`config.mk`:
```
export PLATFORM = sky130hd
export DESIGN_NAME = spi_byte_engine_flat
export DESIGN_NICKNAME = d
export VERILOG_FILES = /design/src/rtl/spi_byte_engine_if.sv /design/src/rtl/spi_byte_engine.sv /design/src/flat_wrapper.sv
export SDC_FILE = /design/constraint.sdc
export NUM_CORES = 1
export LEC_CHECK = 0
export ABC_AREA = 1
export CORE_UTILIZATION = 51
export DETAILED_ROUTE_END_ITERATION = 8
export PLACE_DENSITY_LB_ADDON = 0.15
export SLEW_MARGIN = 10
export SYNTH_ARGS = -nofsm -noshare
export SYNTH_HDL_FRONTEND = slang
export SYNTH_SLANG_ARGS = --single-unit
```
`constraint.sdc`:
```
create_clock -name CLK -period 2 [get_ports CLK]
set_input_delay 0.3 -clock CLK [delete_from_list [all_inputs] [get_ports CLK]]
set_output_delay 0.3 -clock CLK [all_outputs]
set_load 0.01 [all_outputs]
```
`src/rtl/spi_byte_engine_if.sv`:
```
// spi_byte_engine_if
// Groups the command/status handshake and the SPI pins of spi_byte_engine.
//   master : ctrl-decode side plus the slave devices (drives commands and MISO)
//   slave  : the shift engine (drives MOSI/SCK/nSS and status)
// Signals:
//   CMD_VALID  one-cycle start pulse      CMD_DATA  byte to send, MSB first
//   CMD_SEL    nSS pattern, active-low    DESEL     one-cycle release of nSS
//   STAT_CLR   one-cycle OVERRUN clear    MISO      [0]/[1] per slave, [2] when none selected
//   MOSI/SCK   serial data / clock (mode 0)   nSS   slave selects, active-low
//   BUSY       transfer in progress       RX_DATA   last received byte
//   RX_VALID   one-cycle RX_DATA update   OVERRUN   sticky command-dropped flag
interface spi_byte_engine_if;
  logic       CMD_VALID;
  logic [7:0] CMD_DATA;
  logic [1:0] CMD_SEL;
  logic       DESEL;
  logic       STAT_CLR;
  logic [2:0] MISO;
  logic       MOSI;
  logic       SCK;
  logic [1:0] nSS;
  logic       BUSY;
  logic [7:0] RX_DATA;
  logic       RX_VALID;
  logic       OVERRUN;

  modport master (
    output CMD_VALID, CMD_DATA, CMD_SEL, DESEL, STAT_CLR, MISO,
    input  MOSI, SCK, nSS, BUSY, RX_DATA, RX_VALID, OVERRUN
  );

  modport slave (
    input  CMD_VALID, CMD_DATA, CMD_SEL, DESEL, STAT_CLR, MISO,
    output MOSI, SCK, nSS, BUSY, RX_DATA, RX_VALID, OVERRUN
  );
endinterface

```
`src/rtl/spi_byte_engine.sv`:
```
// spi_byte_engine
// One-command-per-byte SPI master (mode 0, MSB first). A CMD_VALID pulse loads
// a byte and a slave-select pattern; the engine then produces 8 SCK pulses of
// 2*CLKDIV CLK cycles each, shifting MOSI out and MISO in, and returns the
// received byte with a one-cycle RX_VALID. nSS stays asserted after a byte so
// back-to-back bytes to the same device keep it selected; DESEL releases it.
// Ports:
//   CLK  clock
//   RST  asynchronous reset, active-high
//   bus  spi_byte_engine_if.slave (commands, status, SPI pins)
// Parameter:
//   CLKDIV  SCK half-period in CLK cycles, 1..15
// Optional build macro:
//   SPI_TXQ_EN  adds a one-deep command holding register so a command issued
//               while busy is chained seamlessly after the current byte.
module spi_byte_engine #(
  parameter int CLKDIV = 2
) (
  input logic             CLK,
  input logic             RST,
  spi_byte_engine_if.slave bus
);

  localparam logic [3:0] LP_DIV_LAST = 4'(CLKDIV - 1);

  typedef enum logic [1:0] {IDLE, LOW, HIGH} state_t;

  state_t     r_state;
  logic [3:0] r_div;
  logic [2:0] r_bit;
  logic [6:0] r_tx;        // remaining tx bits; bit 7 goes straight to MOSI on load
  logic [7:0] r_rx;
  logic       r_mosi;
  logic       r_sck;
  logic [1:0] r_nss;
  logic       r_busy;
  logic [7:0] r_rx_data;
  logic       r_rx_valid;
  logic       r_overrun;
  logic       r_desel_pend;

  logic       w_misox;
  logic       w_phase_end;
  logic       w_busy_st;
  logic       w_xfer_end;
  logic       w_drop;
  logic       w_chain;
  logic       w_load;
  logic [7:0] w_ld_data;
  logic [1:0] w_ld_sel;

  // MISO[2] is the line read when no slave is selected.
  assign w_misox = (bus.MISO[0] & ~r_nss[0]) |
                   (bus.MISO[1] & ~r_nss[1]) |
                   (bus.MISO[2] & r_nss[0] & r_nss[1]);

  assign w_phase_end = (r_div == LP_DIV_LAST);
  assign w_busy_st   = (r_state != IDLE);
  assign w_xfer_end  = (r_state == HIGH) && w_phase_end && (r_bit == 3'd7);

`ifdef SPI_TXQ_EN
  logic       r_q_full;
  logic [7:0] r_q_data;
  logic [1:0] r_q_sel;
  logic       w_q_push;

  // A command arriving exactly on the ending edge with the holder empty is
  // loaded directly instead of passing through the holder.
  assign w_q_push  = bus.CMD_VALID && w_busy_st && !r_q_full && !w_xfer_end;
  assign w_drop    = bus.CMD_VALID && w_busy_st && r_q_full;
  assign w_chain   = w_xfer_end && (r_q_full || bus.CMD_VALID);
  assign w_ld_data = r_q_full ? r_q_data : bus.CMD_DATA;
  assign w_ld_sel  = r_q_full ? r_q_sel  : bus.CMD_SEL;
`else
  assign w_drop    = bus.CMD_VALID && w_busy_st;
  assign w_chain   = 1'b0;
  assign w_ld_data = bus.CMD_DATA;
  assign w_ld_sel  = bus.CMD_SEL;
`endif

  // Start of a byte: from IDLE, or chained on the edge that ends the previous one.
  assign w_load = (bus.CMD_VALID && !w_busy_st) || w_chain;

  always_ff @(posedge CLK or posedge RST) begin
    if (RST) begin
      r_state      <= IDLE;
      r_div        <= 4'd0;
      r_bit        <= 3'd0;
      r_mosi       <= 1'b0;
      r_sck        <= 1'b0;
      r_nss        <= 2'b11;
      r_busy       <= 1'b0;
      r_rx_data    <= 8'h00;
      r_rx_valid   <= 1'b0;
      r_overrun    <= 1'b0;
      r_desel_pend <= 1'b0;
`ifdef SPI_TXQ_EN
      r_q_full     <= 1'b0;
`endif
    end else begin
      r_rx_valid <= 1'b0;

      // Set has priority over clear.
      if (w_drop)
        r_overrun <= 1'b1;
      else if (bus.STAT_CLR)
        r_overrun <= 1'b0;

      if (bus.DESEL && w_busy_st)
        r_desel_pend <= 1'b1;

      case (r_state)
        IDLE: begin
          // A simultaneous command takes precedence over DESEL.
          if (!bus.CMD_VALID && bus.DESEL)
            r_nss <= 2'b11;
        end
        LOW: begin
          if (w_phase_end) begin
            r_sck   <= 1'b1;
            r_div   <= 4'd0;
            r_state <= HIGH;
          end else begin
            r_div <= r_div + 4'd1;
          end
        end
        HIGH: begin
          if (w_phase_end) begin
            r_sck <= 1'b0;
            r_div <= 4'd0;
            if (r_bit != 3'd7) begin
              r_mosi  <= r_tx[6];
              r_bit   <= r_bit + 3'd1;
              r_state <= LOW;
            end else begin
              r_rx_data    <= r_rx;
              r_rx_valid   <= 1'b1;
              r_busy       <= 1'b0;
              r_state      <= IDLE;
              r_desel_pend <= 1'b0;
              // A chained byte keeps its own select; a deselect is dropped.
              if (!w_chain && (r_desel_pend || bus.DESEL))
                r_nss <= 2'b11;
            end
          end else begin
            r_div <= r_div + 4'd1;
          end
        end
        default: r_state <= IDLE;
      endcase

      // Loading overrides the end-of-byte return to IDLE.
      if (w_load) begin
        r_nss        <= w_ld_sel;
        r_mosi       <= w_ld_data[7];
        r_sck        <= 1'b0;
        r_busy       <= 1'b1;
        r_bit        <= 3'd0;
        r_div        <= 4'd0;
        r_desel_pend <= 1'b0;
        r_state      <= LOW;
      end

`ifdef SPI_TXQ_EN
      if (w_q_push)
        r_q_full <= 1'b1;
      else if (w_chain)
        r_q_full <= 1'b0;
`endif
    end
  end

  // Shift and holding data registers carry no reset; they are always loaded
  // before being used.
  always_ff @(posedge CLK) begin
    if (w_load)
      r_tx <= w_ld_data[6:0];
    else if ((r_state == HIGH) && w_phase_end && (r_bit != 3'd7))
      r_tx <= {r_tx[5:0], 1'b0};

    // MISO is sampled on the edge that raises SCK.
    if ((r_state == LOW) && w_phase_end)
      r_rx <= {r_rx[6:0], w_misox};

`ifdef SPI_TXQ_EN
    if (w_q_push) begin
      r_q_data <= bus.CMD_DATA;
      r_q_sel  <= bus.CMD_SEL;
    end
`endif
  end

  assign bus.MOSI     = r_mosi;
  assign bus.SCK      = r_sck;
  assign bus.nSS      = r_nss;
  assign bus.BUSY     = r_busy;
  assign bus.RX_DATA  = r_rx_data;
  assign bus.RX_VALID = r_rx_valid;
  assign bus.OVERRUN  = r_overrun;

endmodule

```
`src/flat_wrapper.sv`:
```
// flat-port wrapper written by rule: the top's interface ports become plain ports
module spi_byte_engine_flat 
#(
  parameter int CLKDIV = 2
)
  (CLK, RST, bus_CMD_VALID, bus_CMD_DATA, bus_CMD_SEL, bus_DESEL, bus_STAT_CLR, bus_MISO, bus_MOSI, bus_SCK, bus_nSS, bus_BUSY, bus_RX_DATA, bus_RX_VALID, bus_OVERRUN);
  spi_byte_engine_if bus_i ();
  input logic CLK;
  input logic RST;
  input wire logic [$bits(bus_i.CMD_VALID)-1:0] bus_CMD_VALID;
  input wire logic [$bits(bus_i.CMD_DATA)-1:0] bus_CMD_DATA;
  input wire logic [$bits(bus_i.CMD_SEL)-1:0] bus_CMD_SEL;
  input wire logic [$bits(bus_i.DESEL)-1:0] bus_DESEL;
  input wire logic [$bits(bus_i.STAT_CLR)-1:0] bus_STAT_CLR;
  input wire logic [$bits(bus_i.MISO)-1:0] bus_MISO;
  output wire logic [$bits(bus_i.MOSI)-1:0] bus_MOSI;
  output wire logic [$bits(bus_i.SCK)-1:0] bus_SCK;
  output wire logic [$bits(bus_i.nSS)-1:0] bus_nSS;
  output wire logic [$bits(bus_i.BUSY)-1:0] bus_BUSY;
  output wire logic [$bits(bus_i.RX_DATA)-1:0] bus_RX_DATA;
  output wire logic [$bits(bus_i.RX_VALID)-1:0] bus_RX_VALID;
  output wire logic [$bits(bus_i.OVERRUN)-1:0] bus_OVERRUN;
  assign bus_i.CMD_VALID = bus_CMD_VALID;
  assign bus_i.CMD_DATA = bus_CMD_DATA;
  assign bus_i.CMD_SEL = bus_CMD_SEL;
  assign bus_i.DESEL = bus_DESEL;
  assign bus_i.STAT_CLR = bus_STAT_CLR;
  assign bus_i.MISO = bus_MISO;
  assign bus_MOSI = bus_i.MOSI;
  assign bus_SCK = bus_i.SCK;
  assign bus_nSS = bus_i.nSS;
  assign bus_BUSY = bus_i.BUSY;
  assign bus_RX_DATA = bus_i.RX_DATA;
  assign bus_RX_VALID = bus_i.RX_VALID;
  assign bus_OVERRUN = bus_i.OVERRUN;
  spi_byte_engine #(.CLKDIV(CLKDIV)) u_core (.CLK(CLK), .RST(RST), .bus(bus_i));
endmodule
```
==> metrics.yaml <==
pwr-share-comb: 0.360
finClkSkew_ns: 0.0123
p_leak_nw: 1.07
overflow: 0
netlist_instances: 184
finalSetupTns_ns: 0
pwr-share-seq: 0.443
grt_max_degree: 26
vias: 1342
ys_seq_area_frac: 0.604
fmax_mhz: 563
cp_data_arrival_time_ns: 1.48
io_pins: 33
post_cts_buffers: 0
finalSetupViolCount: 0
root_buffer: "clkbuf_4"
synth_common_cells: "nand2_1, dfrtp_1, inv_1"
synth_seq_cells: 40
dieWidth_um: 61.1
syn-num-nets: 209
finalWirelength_um: 3370
first_pass_iters: 4
critPathCaptureType: "output pin"
outcome: "complete, no violations"
rows: 21
fin_nets: 248
synthTopCellsByArea: "dfrtp_1, edfxtp_1, nand2_1"
cts_hold_buf: 0
drt_iter0_markers: 67
synth_edf_count: 15
viasPerCell: 4.97
max_slew_margin: 0.785
setup_ws_ns: 0.222
power_density_nw_per_um2: 1230
crit_path_top_delay_cell: "dfstp_2"
min_path_type: "input pin to async pin"
core_area_um2: 3340
antenna_left: 0
post-route-util: 0.673
insertion_delay_ns: 0.35
fin_total_pwr_w: 0.00277
synthFlopType: "dfrtp_1"
clockBufferDepth: 2
ys_types: 26
async_reset_ff_frac: 0.625
syn-cell-area_um2: 1780
finalHoldViolations: 0
synth.avg_cell_area_um2: 9.70
cp_max_fo: 4
path_buf_inv: 1
post-route-period-util: 0.889
p_sw_w: 0.00100
port_buffers: 32
timing.final.crit_period_ns: 1.78
critical_path_required_ns: 1.70
synth_top_area_share: 0.323
crit_type: "flop to output pin"
drc: 0
internal_power_w: 0.00177
wl_per_cell_um: 12.5
cts_tree: "yes"
cap_violations: 0
grt_pass1_vias: 1251
antenna_found_initial: 0
multi_input_area_um2: 612
critPathLaunchType: "flop"
post-place-ws_ns: 0.230
vdd_ir_drop_max_uv: 802
clkTransAtPathRegs_ns: 0.13
gp_congestion: 0.792
rsz0062_at_grt: "false"
power_frac_clock: 0.197
worst_slew_pin_slew_ns: 0.323
cts_buffers: 5
cp_top_family: "flip-flops"
clock_sinks: 40
grt_first_pass_wirelength_um: 5210
drive_gt1_frac: 0.0938
h-tree-depth: 2
yosysMostFrequentCell: "nand2_1"
design.die.area_um2: 3740
swShare: 0.361
crit_path_max_incr_delay_ns: 0.59
die_height_um: 61.1
slew_violations: 0
start_util: 0.535
n_antenna_cell: 0
cts_resized: 0
cp_cell_sequence: "clkdlybuf4s50_1"
fill_cells: 285
ys_warn_count: 0
track_usage: 0.195
synth_largest_area_cell: "dfrtp_1"
seq_area_um2: 1080
syn_to_final_growth_pct: 25.9
dp_hpwl_um: 2430
-- cell usage in the layout (no fill, tap or decap), drive strengths merged, types with 4 or more instances in the layout --
master and instances:
nand2 79, inv 20, o21ai 12, nor2 7, edfxtp 15, ha 7
nand3 4, clkdlybuf4s50 32, dfrtp 23, clkbuf 5
-- stage by stage --
step	hold slack, ns	cells	area [µm²]
5_1_grt	0.305	270	2250
3_3_place_gp	0.432	262	2160
2_1_floorplan	0.326	184	1780
4_1_cts	0.296	270	2250
6_report	0.288	270	2250
3_5_place_dp	0.444	262	2160
-- sequential cells by signal, summed over array words and instances (netlist names) --
name,flops
u_core.r_bit,3
u_core.bus.MOSI,1
u_core.r_desel_pend,1
u_core.bus.BUSY,1
u_core.r_state,2
u_core.r_rx,8
u_core.bus.nSS,2
u_core.r_div,4
u_core.bus.RX_DATA,8
u_core.r_tx,7
u_core.bus.OVERRUN,1
u_core.bus.SCK,1
u_core.bus.RX_VALID,1
-- layout make-up --
type / count / share of cell area
clock buffer: 5 / 0.0167
clock inverter: 3 / 0.0212
multi-input combinational: 122 / 0.272
sequential: 40 / 0.480
inverter: 20 / 0.0345
timing repair buffer: 34 / 0.149
tap: 46 / 0.0256
-- final timing paths --
| path | from | to | slack (ns) | cells past startpoint |
|---|---|---|---|---|
| hold / removal | RST | u_core.bus.RX_VALID | 0.29 | 3 |
| max in group asynchronous | RST | u_core.bus.nSS[0] | 1.42 | 3 |
| setup reg to reg | u_core.r_state[0] | u_core.r_tx[6] | 0.28 | 6 |
| hold reg to reg | u_core.r_rx[2] | u_core.r_rx[3] | 0.47 | 0 |
| setup / recovery | u_core.bus.nSS[0] | bus_nSS[0] | 0.22 | 1 |
| min in group CLK | u_core.r_rx[2] | u_core.r_rx[3] | 0.47 | 0 |
-- metal layers --
layer / vias up / global-route usage / share of wire
met5: - / 0 / 0
met4: 0 / 0.0909 / 0.018
met3: 8 / 0.0609 / 0.041
met2: 28 / 0.329 / 0.50
met1: 644 / 0.226 / 0.44
li1: 662 / - / -
-- cells by family (layout without fill, tap and decap cells) --
family                     Yosys count  count (layout)  share of synthesized area
adders and majority gates            7               7                     0.0491
buffers and inverters               22              62                     0.0526
DFF                                 40              40                      0.604
and+or+nand+nor                     97              97                      0.230
AOI/OAI and AO/OA                   16              16                     0.0540
xor gates and xnor gates             2               2                    0.00982
-- power groups by stage --
stage / Sequential, W / Clock [W] / Combinational [W]
after floorplan: 0.00125 / 0 / 0.000672
after global placement: 0.00124 / 0 / 0.000950
after detailed placement: 0.00125 / 0 / 0.000995
after CTS: 0.00123 / 0.000553 / 0.00100
after global routing: 0.00126 / 0.000585 / 0.00113
final: 0.00123 / 0.000545 / 0.000998
Power figures use the tool's default switching activity.
